===== config.mk =====
export PLATFORM = sky130hd
export DESIGN_NAME = tlc5955_frame_sched
export DESIGN_NICKNAME = d
export VERILOG_FILES = /design/src/rtl/tlc_sched_pkg.sv /design/src/rtl/tlc_gsclk_gen.sv /design/src/rtl/tlc5955_frame_sched.sv
export SDC_FILE = /design/constraint.sdc
export NUM_CORES = 1
export LEC_CHECK = 0
export BUFFER_PORTS_ARGS = -buffer_cell sky130_fd_sc_hd__buf_2
export CORE_MARGIN = 5
export CORE_UTILIZATION = 50
export DETAILED_ROUTE_END_ITERATION = 6
export PLACE_DENSITY = 0.76
export SETUP_SLACK_MARGIN = 0.4
export SYNTH_ARGS = -nofsm -noshare
export SYNTH_HDL_FRONTEND = slang
export SYNTH_SLANG_ARGS = --single-unit

===== constraint.sdc =====
create_clock -name clk -period 2.08 [get_ports clk]
set_input_delay 0.208 -clock clk [delete_from_list [all_inputs] [get_ports clk]]
set_output_delay 0.208 -clock clk [all_outputs]
set_load 0.05 [all_outputs]

===== src/rtl/tlc_sched_pkg.sv =====
// Shared types and constants for the TLC5955 frame scheduler.
package tlc_sched_pkg;

    // Sequencer states: power-up control pair, then grayscale/latch/display forever.
    typedef enum logic [2:0] {
        StInit,
        StCfgShift,
        StCfgLat,
        StGsShift,
        StGsLat,
        StDisplay
    } sched_state_e;

    // shift_sel encoding seen by the bit-level shifter.
    localparam logic SEL_CTRL = 1'b1;
    localparam logic SEL_GS   = 1'b0;

    // The device needs its control latch written twice to take effect.
    localparam int unsigned CFG_WRITES = 2;
    localparam int unsigned CFG_WR_W   = 2;

    // True in the states that own the shifter handshake.
    function automatic logic is_shift_state(sched_state_e s);
        return (s == StCfgShift) || (s == StGsShift);
    endfunction

endpackage


===== src/rtl/tlc_gsclk_gen.sv =====
// Grayscale clock generator for one display window.
// Produces GS_CYCLES rising edges of gsclk while run_i is high, starting low and
// ending high; done_o pulses in the last cycle so the sequencer can leave DISPLAY.
// blank_i pauses the window: gsclk is held low and the window position freezes.
module tlc_gsclk_gen #(
    parameter int unsigned GS_CYCLES = 65536,
    parameter int unsigned CNT_W     = 17
) (
    input  logic clk,
    input  logic rst,
    input  logic run_i,
    input  logic blank_i,
    output logic gsclk_o,
    output logic done_o
);

    localparam logic [CNT_W-1:0] LastRise = CNT_W'(GS_CYCLES - 1);

    logic             phase_q, phase_d;
    logic [CNT_W-1:0] rise_cnt_q, rise_cnt_d;
    logic             advance;

    // Next window position; a blanked cycle consumes no slot, which stretches the window.
    always_comb begin
        phase_d    = phase_q;
        rise_cnt_d = rise_cnt_q;
        done_o     = 1'b0;
        advance    = run_i & ~blank_i;
        if (!run_i) begin
            phase_d    = 1'b0;
            rise_cnt_d = '0;
        end else if (advance) begin
            if (!phase_q) begin
                phase_d = 1'b1;
            end else begin
                phase_d = 1'b0;
                if (rise_cnt_q == LastRise) begin
                    rise_cnt_d = '0;
                    done_o     = 1'b1;
                end else begin
                    rise_cnt_d = rise_cnt_q + CNT_W'(1);
                end
            end
        end
    end

    // Window position registers.
    always_ff @(posedge clk) begin
        if (rst) begin
            phase_q    <= 1'b0;
            rise_cnt_q <= '0;
        end else begin
            phase_q    <= phase_d;
            rise_cnt_q <= rise_cnt_d;
        end
    end

    // Blank gates the clock immediately so no partial high phase reaches the device.
    assign gsclk_o = phase_q & ~blank_i;

endmodule


===== src/rtl/tlc5955_frame_sched.sv =====
// TLC5955 frame scheduler: runs the double control-latch write after reset, then loops
// grayscale shift -> latch -> display window, serving host control rewrites and bank
// swaps between windows. Optional build macro TLC_SCHED_BLANK_EN adds the blank input,
// which pauses the display window without affecting latching or shifting.
module tlc5955_frame_sched
    import tlc_sched_pkg::*;
#(
    parameter int unsigned GS_CYCLES = 65536,
    parameter int unsigned CNT_W     = 17
) (
    input  logic clk,
    input  logic rst,
    output logic shift_start,
    output logic shift_sel,
    input  logic shift_done,
    output logic lat,
    output logic gsclk,
    output logic front_bank,
    input  logic cfg_req,
    output logic cfg_ack,
    input  logic frame_req,
    output logic frame_ack
`ifdef TLC_SCHED_BLANK_EN
    ,
    input  logic blank
`endif
);

    sched_state_e        state_q, state_d;
    logic                started_q, started_d;
    logic                shift_start_q, shift_start_d;
    logic                shift_sel_q, shift_sel_d;
    logic                lat_q, lat_d;
    logic                cfg_ack_q, cfg_ack_d;
    logic                cfg_ack_dly_q;
    logic                frame_ack_q, frame_ack_d;
    logic                front_bank_q, front_bank_d;
    logic                cfg_pending_q, cfg_pending_d;
    logic                cfg_host_q, cfg_host_d;
    logic [CFG_WR_W-1:0] cfg_wr_q, cfg_wr_d;
    logic                frame_pending_q, frame_pending_d;
    logic                display_run;
    logic                win_done;
    logic                blank_int;
    logic                cfg_req_ok;

`ifdef TLC_SCHED_BLANK_EN
    assign blank_int = blank;
`else
    assign blank_int = 1'b0;
`endif

    assign display_run = (state_q == StDisplay);

    tlc_gsclk_gen #(
        .GS_CYCLES(GS_CYCLES),
        .CNT_W    (CNT_W)
    ) u_gsclk_gen (
        .clk    (clk),
        .rst    (rst),
        .run_i  (display_run),
        .blank_i(blank_int),
        .gsclk_o(gsclk),
        .done_o (win_done)
    );

    // A host request is ignored while its ack is on the wire and for one cycle after,
    // giving the requester time to drop the level.
    assign cfg_req_ok = cfg_req & ~cfg_pending_q & ~cfg_ack_q & ~cfg_ack_dly_q
                        & (state_q != StInit);

    // Sequencer next state and registered-output decode.
    always_comb begin
        state_d         = state_q;
        started_d       = 1'b0;
        shift_start_d   = 1'b0;
        shift_sel_d     = shift_sel_q;
        lat_d           = 1'b0;
        cfg_ack_d       = 1'b0;
        frame_ack_d     = 1'b0;
        front_bank_d    = front_bank_q;
        cfg_pending_d   = cfg_pending_q;
        cfg_host_d      = cfg_host_q;
        cfg_wr_d        = cfg_wr_q;
        frame_pending_d = frame_pending_q;

        case (state_q)
            StInit: begin
                // Power-up control pair is internal; nobody is owed an ack.
                cfg_pending_d = 1'b1;
                cfg_host_d    = 1'b0;
                cfg_wr_d      = '0;
                state_d       = StCfgShift;
            end

            StCfgShift, StGsShift: begin
                started_d = 1'b1;
                if (!started_q) begin
                    shift_start_d = 1'b1;
                    shift_sel_d   = (state_q == StCfgShift) ? SEL_CTRL : SEL_GS;
                end else if (shift_done) begin
                    // Latch effects are committed here so they show alongside lat.
                    lat_d = 1'b1;
                    if (state_q == StCfgShift) begin
                        state_d = StCfgLat;
                        if (cfg_wr_q == CFG_WR_W'(CFG_WRITES - 1)) begin
                            cfg_wr_d      = '0;
                            cfg_pending_d = 1'b0;
                            cfg_ack_d     = cfg_host_q;
                            cfg_host_d    = 1'b0;
                        end else begin
                            cfg_wr_d = cfg_wr_q + CFG_WR_W'(1);
                        end
                    end else begin
                        state_d = StGsLat;
                        if (frame_pending_q) begin
                            front_bank_d    = ~front_bank_q;
                            frame_ack_d     = 1'b1;
                            frame_pending_d = 1'b0;
                        end
                    end
                end
            end

            StCfgLat: begin
                // Write counter wraps to zero once the pair is complete.
                state_d = (cfg_wr_q == '0) ? StGsShift : StCfgShift;
            end

            StGsLat: begin
                state_d = StDisplay;
            end

            StDisplay: begin
                if (win_done) begin
                    state_d = cfg_pending_q ? StCfgShift : StGsShift;
                end
            end

            default: begin
                state_d = StInit;
            end
        endcase

        // Requests are captured last so a pulse coinciding with a swap is not lost.
        if (frame_req) begin
            frame_pending_d = 1'b1;
        end
        if (cfg_req_ok) begin
            cfg_pending_d = 1'b1;
            cfg_host_d    = 1'b1;
        end
    end

    // State and output registers.
    always_ff @(posedge clk) begin
        if (rst) begin
            state_q         <= StInit;
            started_q       <= 1'b0;
            shift_start_q   <= 1'b0;
            shift_sel_q     <= 1'b0;
            lat_q           <= 1'b0;
            cfg_ack_q       <= 1'b0;
            cfg_ack_dly_q   <= 1'b0;
            frame_ack_q     <= 1'b0;
            front_bank_q    <= 1'b0;
            cfg_pending_q   <= 1'b0;
            cfg_host_q      <= 1'b0;
            cfg_wr_q        <= '0;
            frame_pending_q <= 1'b0;
        end else begin
            state_q         <= state_d;
            started_q       <= started_d && is_shift_state(state_q);
            shift_start_q   <= shift_start_d;
            shift_sel_q     <= shift_sel_d;
            lat_q           <= lat_d;
            cfg_ack_q       <= cfg_ack_d;
            cfg_ack_dly_q   <= cfg_ack_q;
            frame_ack_q     <= frame_ack_d;
            front_bank_q    <= front_bank_d;
            cfg_pending_q   <= cfg_pending_d;
            cfg_host_q      <= cfg_host_d;
            cfg_wr_q        <= cfg_wr_d;
            frame_pending_q <= frame_pending_d;
        end
    end

    assign shift_start = shift_start_q;
    assign shift_sel   = shift_sel_q;
    assign lat         = lat_q;
    assign cfg_ack     = cfg_ack_q;
    assign frame_ack   = frame_ack_q;
    assign front_bank  = front_bank_q;

endmodule


==> results of run 1 <==
[placed cells by master (no fill, tap or decap), types with 6 or more instances in the layout]
cell     synthesis  routed
nor3_1           8       7
xor2_1           7       7
nand3_1          7       7
xnor2_1          6       6
dfxtp_1         34      33
nor2_1          23      23
nand2_1         10      10
o21ai_0          8       8
nand4_1          8       8
buf_2            2      11
[cell type report]
class	instances	area, um2
Multi-Input combinational cell	122	745.7
Clock inverter	1	30.03
Timing Repair Buffer	14	77.57
Sequential cell	34	681.9
Inverter	3	11.26
Clock buffer	7	45.04
Tap cell	31	38.79
Fill cell	249	1175
[how the worst max path moves through the flow]
stage	end	slack [ps]	startpoint
3_5_place_dp	u_gsclk_gen.rise_cnt_q[10]	420	u_gsclk_gen.rise_cnt_q[0]
4_1_cts	u_gsclk_gen.rise_cnt_q[10]	410	u_gsclk_gen.rise_cnt_q[0]
6_report	u_gsclk_gen.rise_cnt_q[14]	520	u_gsclk_gen.rise_cnt_q[0]
3_3_place_gp	u_gsclk_gen.rise_cnt_q[4]	530	u_gsclk_gen.rise_cnt_q[0]
5_1_grt	u_gsclk_gen.rise_cnt_q[10]	350	u_gsclk_gen.rise_cnt_q[0]
2_1_floorplan	u_gsclk_gen.rise_cnt_q[3]	500	u_gsclk_gen.phase_q
[per-layer routing]
metal / vias up / routed length [um] / track usage (%)
li1: 624 / - / -
met1: 581 / 1314 / 18.16
met2: 31 / 1375 / 23.97
met3: 8 / 139 / 4.836
met4: 0 / 70 / 7.652
met5: - / 0 / 0
[power breakdown]
part           total (uW)  switching, uW  internal [uW]
sequential            672           11.2            661
clock                 470            215            255
combinational        49.1           32.0           17.2
total                1190            258            933
[repair_timing]
action                                  in CTS  in global routing
hold buffers                                 0                  0
endpoints found under the setup margin       0                 13
resized for setup                            0                  2
[worst min-delay path: cells and delay by family]
kind | cells | cell delay, ps
buffers and inverters | 1 | 80
and+or+nand+nor | 1 | 110
AOI/OAI and AO/OA | 1 | 40
[state kept, by name (all words and copies together) (netlist names)]
name,cells
shift_start,1
started_q,1
front_bank,1
state_q,3
frame_ack,1
u_gsclk_gen.phase_q,1
cfg_host_q,1
cfg_wr_q,2
shift_sel,1
cfg_ack_dly_q,1
cfg_ack,1
u_gsclk_gen.rise_cnt_q,17
lat,1
cfg_pending_q,1
frame_pending_q,1
[per-stage QoR]
stage	area, um2	worst slack [ps]	hold WS (ps)
floorplan	1484	498.1	292.1
global placement	1549	529.1	414.1
detailed placement	1549	423.7	436.6
CTS	1624	411.0	140.4
global route	1630	354.1	138.2
finish	1630	517.5	140.5
[cell families after synthesis]
| group | after synthesis | synth area share (%) |
|---|---|---|
| XOR/XNOR | 13 | 7.679 |
| AO/OA/AOI/OAI | 26 | 11.31 |
| adder cells (fa/ha/maj) | 1 | 0.8437 |
| buffers and inverters | 12 | 4.219 |
| flip-flops | 34 | 45.91 |
| AND/OR/NAND/NOR | 82 | 30.04 |
==> key figures, run 1 <==
Timing
  • Setup TNS: 0 ps
  • Hold Vio Cnt, Final: 0
  • Max-slew violation count: 0
  • Crit share post-route: between 70% and 80%
  • Fin Clk Skew: 11.58 ps
  • Tmin final: 1563 ps
  • Setup-failing EPs final: 0
  • Measured slew at the worst slew-check pin: 492.5 ps
  • Slew HR: 67.12%
  • Max Fclk: 0.6400 GHz
  • RSZ-0062 raised after global routing: yes

Placed design
  • PortBufs: 11
  • Post-placement cell count: 204
  • DP HPWL: 2095 um
  • Gp weighted congestion: 0.7956

Worst hold path
  • Hold Path Sink: frame_pending_q
  • HP Class: input pin to register
  • Hold depth: 3
  • Hold Path Origin: frame_req

Synth
  • Mean Syn Cell Area: 8.825 um2
  • Ys async rst share: 0%
  • Cells after synthesis: approximately 170
  • #FFs+latches synth: 34
  • Yosys top cell area share: between 40 and 50%
  • Synth unique cells: 39
  • Area leader, netlist: dfxtp_1
  • Most frequent cell after synthesis: dfxtp_1
  • Synth warn: 0
  • Syn_nets: 174
  • Ys flop type: dfxtp_1
  • Top cells by area, synth: dfxtp_1 (46%), nor2_1 (5.8%), xor2_1 (4.1%)
  • Most frequent cells after synthesis: dfxtp_1 (34), nor2_1 (23), nand2_1 (10)
  • Mapped cell area: about 1500 um2
  • Register area share after synthesis: 45.91%
  • Post-synth EDFFs: 0

Worst setup path
  • Required time worst endpoint: 2310 ps
  • Reg2reg end: u_gsclk_gen.rise_cnt_q[14]
  • Arrival time worst endpoint: 1790 ps
  • Crit start category: register
  • Crit-path cells: ha_1 > nand4_1 > buf_4 > nor4_1 > xnor2_1 > nor2_1
  • Number of stages on the worst setup path: 6
  • Peak fanout along the critical path: 5
  • Reg2reg setup slack: 520 ps
  • CP delay by family, top: simple AND/OR/NAND/NOR gates
  • Worst Setup End Kind: register
  • Bufs and invs on worst path: 1
  • Setup CP Type: register to register
  • Max stage delay on crit path: roughly 380 ps
  • FF-to-FF Start: u_gsclk_gen.rise_cnt_q[0]
  • Reg2Reg Depth: 6
  • Slowest-stage cell, CP: dfxtp_1

Drt
  • Drt wl/cell: about 14 um
  • Via density: around 5.9
  • DRT iter0 DRCs: 57
  • Remaining DRCs: 0
  • Remaining antenna violation count: 0
  • Final WL: 2900 um
  • DR pass1 iterations: 4
  • Via count: 1244

GRT
  • Grt ovf: 0
  • GRT Resource Usage Total: 15.02%
  • Largest net degree at the start of global routing: 18
  • Number of global-route vias before repair: between 1k and 1.5k
  • Initial antenna violation count: 0
  • First-pass GRT wire length: about 5000 um

Pwr
  • Power, Total: 1191 uW
  • Peak VDD IR: 447.7 uV
  • Leak: 0.0005910 uW
  • P per Cell Area: 730.8 nW/um2

Layout
  • Nets: 186
  • Ant diodes: 0
  • Area delta synth->final: 9.958%
  • Share of layout cells above drive strength 1: 14.92%
  • Utilization after layout: 58.12%
  • Final Non-Filler Cells: around 210

Floorplanning
  • Die H: approximately 64 um
  • Full die area: roughly 4200 um2
  • Ports: 12
  • Core ar.: between 2000 and 3000 um2
  • Die W: approximately 64 um
  • Cell Rows: 19
  • Initial Utilization: between 50% and 60%

Clock tree
  • Post-CTS setup buffer count: 0
  • Clock-pin slew on the worst setup and hold paths: 100 ps
  • H-tree levels: 2
  • Num CTS Buffers: 5
  • CTS Sinks: 34
  • Clock insertion delay at the later pin of the skew report: 340 ps
  • TritonCTS clock tree: yes
  • CTS Root Cell: clkbuf_4
  • Max Root-Sink Buffers: 2

Job
  • MaxCap Viol Count: 0

Status
  • Status: complete, no violations
(Power assumes the default switching activity.)
==> inputs of run 2 (changes only) <==
- PLACE_DENSITY: 0.76 -> 0.79
- clock period: 2.08 -> 1.3 ns (I/O delays scaled with it)
==> key figures, run 2 (synthesized netlist as in run 1, its figures left out) <==
Status
  • Status: finished with violations
  • Failing checks: negative setup slack

Timing
  • Fin Clk Skew: 15.71 ps (+4.128 ps)
  • Hold Vio Cnt, Final: 0 (unchanged)
  • Measured slew at the worst slew-check pin: 284.7 ps (-207.9 ps)
  • RSZ-0062 raised after global routing: yes
  • Crit share post-route: 109.7% (+35 points)
  • Max-slew violation count: 0 (unchanged)
  • Slew HR: 80.92% (+14 points)
  • Tmin final: 1426 ps (-136.1 ps)
  • Final WS setup: -126.4 ps (-643.9 ps)
  • Setup TNS: -1165 ps (-1165 ps)
  • Max Fclk: 0.7011 GHz (+9.5%)
  • Setup-failing EPs final: 16 (+16)

Worst setup path
  • Setup crit start: u_gsclk_gen.rise_cnt_q[1]
  • Reg2reg end: state_q[2]
  • Required time worst endpoint: 1530 ps (-780 ps)
  • Crit start category: register
  • Critical path endpoint: state_q[2]
  • Peak fanout along the critical path: 3 (-2)
  • Reg2reg setup slack: -130 ps (-640 ps)
  • Bufs and invs on worst path: 2 (+1)
  • Arrival time worst endpoint: 1660 ps (-130 ps)
  • Reg2Reg Depth: 7 (+1)
  • Number of stages on the worst setup path: 7 (+1)
  • Crit-path cells: ha_4 > nand4_1 > nor2_2 > buf_4 > buf_6 > and4_1 > nor3_1
  • FF-to-FF Start: u_gsclk_gen.rise_cnt_q[1]
  • Setup CP Type: register to register
  • Slowest-stage cell, CP: dfxtp_4
  • Worst Setup End Kind: register
  • Max stage delay on crit path: 390 ps (about the same)
  • CP delay by family, top: simple AND/OR/NAND/NOR gates

Pwr
  • Clock power frac: 34.2% (-5.2 points)
  • P per Cell Area: 743.2 nW/um2 (+1.7%)
  • Leak: 0.001031 uW (+75%)
  • Sequential Power Share: 56.0% (-0.4 points)
  • Sw Pwr: 508.3 uW (+97%)
  • Int Power: 1398 uW (+50%)
  • Switching Share: 26.66% (+5.0 points)
  • Peak VDD IR: 868.0 uV (+94%)
  • Combinational power share: 9.9% (+5.8 points)

Layout
  • Most frequent cells in the layout: buf_4 (35), dfxtp_2 (18), buf_6 (15)
  • Utilization after layout: 91.44% (+33 points)
  • Ant diodes: 0 (unchanged)
  • Max reg flops: 17 (unchanged)
  • Largest Register: u_gsclk_gen.rise_cnt_q
  • Nets: 239 (+28%)
  • Area delta synth->final: 73.00%
  • Share of layout cells above drive strength 1: 67.09% (+52 points)
  • Post-route cell area: 2565 um2 (+57%)
  • Top Registers: u_gsclk_gen.rise_cnt_q: 17 flops, state_q: 3 flops, cfg_wr_q: 2 flops
  • Commonest non-fill, non-tap cell in the layout: buf_4

Clock tree
  • Clock-pin slew on the worst setup and hold paths: 120 ps (+20 ps)
  • Max Root-Sink Buffers: 2 (unchanged)
  • H-tree levels: 2 (unchanged)
  • Clock insertion delay at the later pin of the skew report: 350 ps (about the same)
  • CTS Root Cell: clkbuf_4
  • Num CTS Buffers: 5 (unchanged)
  • TritonCTS clock tree: yes
  • CTS Sinks: 34 (unchanged)
  • Post-CTS Hold Buffers: 0 (unchanged)

Drt
  • Remaining DRCs: 0 (unchanged)
  • Drt wl/cell: 20.28 um (+48%)
  • Via count: 1562 (+26%)
  • Remaining antenna violation count: 0 (unchanged)
  • DR pass1 iterations: 4 (unchanged)
  • Via density: 5.894 (+0.45%)
  • Final WL: 5373 um (+85%)
  • DRT iter0 DRCs: 71 (+25%)

GRT
  • Largest net degree at the start of global routing: 17 (-1)
  • First-pass GRT wire length: 7852 um (+58%)
  • Initial antenna violation count: 0 (unchanged)
  • Number of global-route vias before repair: 1597 (+38%)
  • Grt ovf: 0 (unchanged)
  • GRT Resource Usage Total: 24.06% (+9.0 points)

Placed design
  • PortBufs: 11 (unchanged)
  • Pre-CTS WS: -129.0 ps (-552.7 ps)
  • DP HPWL: 2393 um (+14%)
  • Gp weighted congestion: 0.7992 (+0.45%)
  • Post-Place Cell Area: 1810 um2 (+17%)

Floorplanning
  • Initial Utilization: 52.85% (unchanged)
  • Die H: 64.46 um (unchanged)
  • Die W: 64.46 um (unchanged)
  • Ports: 12 (unchanged)
  • Full die area: 4154 um2 (unchanged)
  • Core ar.: 2805 um2 (unchanged)
  • Cell Rows: 19 (unchanged)

Worst hold path
  • HP Class: input pin to register

Job
  • MaxCap Viol Count: 0 (unchanged)
[run 2: final cells by class]
cell class | count | area [um2]
clock buffers | 7 | 55.05
flip-flops and latches | 34 | 737.0
fillers | 105 | 240.2
well taps | 31 | 38.79
multi-input cells | 123 | 1051
repair buffers | 66 | 666.9
clock inverters | 1 | 5.005
inverters | 3 | 11.26
[run 2: power by group through the flow]
stage          sequential [uW]  clock (uW)  combinational [uW]
6_report                  1070         652                 188
5_1_grt                   1070         711                 199
4_1_cts                   1070         621                 158
3_5_place_dp              1100           0                 100
3_3_place_gp              1100           0                97.7
2_1_floorplan             1110           0                73.0
[run 2: per-layer routing]
metal	wire (um)	vias to the layer above	track usage (%)
met5	0	-	0
met4	113	0	6.069
met3	171	14	5.354
met2	2806	41	44.20
met1	2282	770	28.30
li1	-	737	-
[run 2: stage by stage]
stage	hold WS, ps	total power, uW	std cells
after CTS	5.518	1849	256
final	7.130	1906	265
after global placement	343.6	1194	224
after detailed placement	356.5	1198	224
after global routing	-4.600	1979	265
after floorplan	195.8	1180	168
[run 2: worst register-to-register path, delay by kind of cell, from the launching register on]
family	cells	cell delay [ps]
buf+inv	2	230
fa+ha+maj	1	130
simple gates	4	570
flops	1	390
[run 2: worst min-delay path by stage]
| stage | startpoint | to | slack [ps] | depth (start not counted) |
|---|---|---|---|---|
| after detailed placement | frame_req | frame_pending_q | 360 | 3 |
| after global placement | frame_req | frame_pending_q | 340 | 3 |
| final | frame_req | frame_pending_q | 7 | 3 |
| after global routing | frame_req | frame_pending_q | -5 | 3 |
| after floorplan | rst | started_q | 200 | 1 |
| after CTS | frame_req | frame_pending_q | 6 | 3 |
[run 2: timing repair]
action                     4_1_cts  5_1_grt
cloned                           3        0
resized for setup               83       36
pin swaps                       22       26
hold endpoints to repair         0        0
buffers inserted                21        9
setup endpoints to repair       39       40
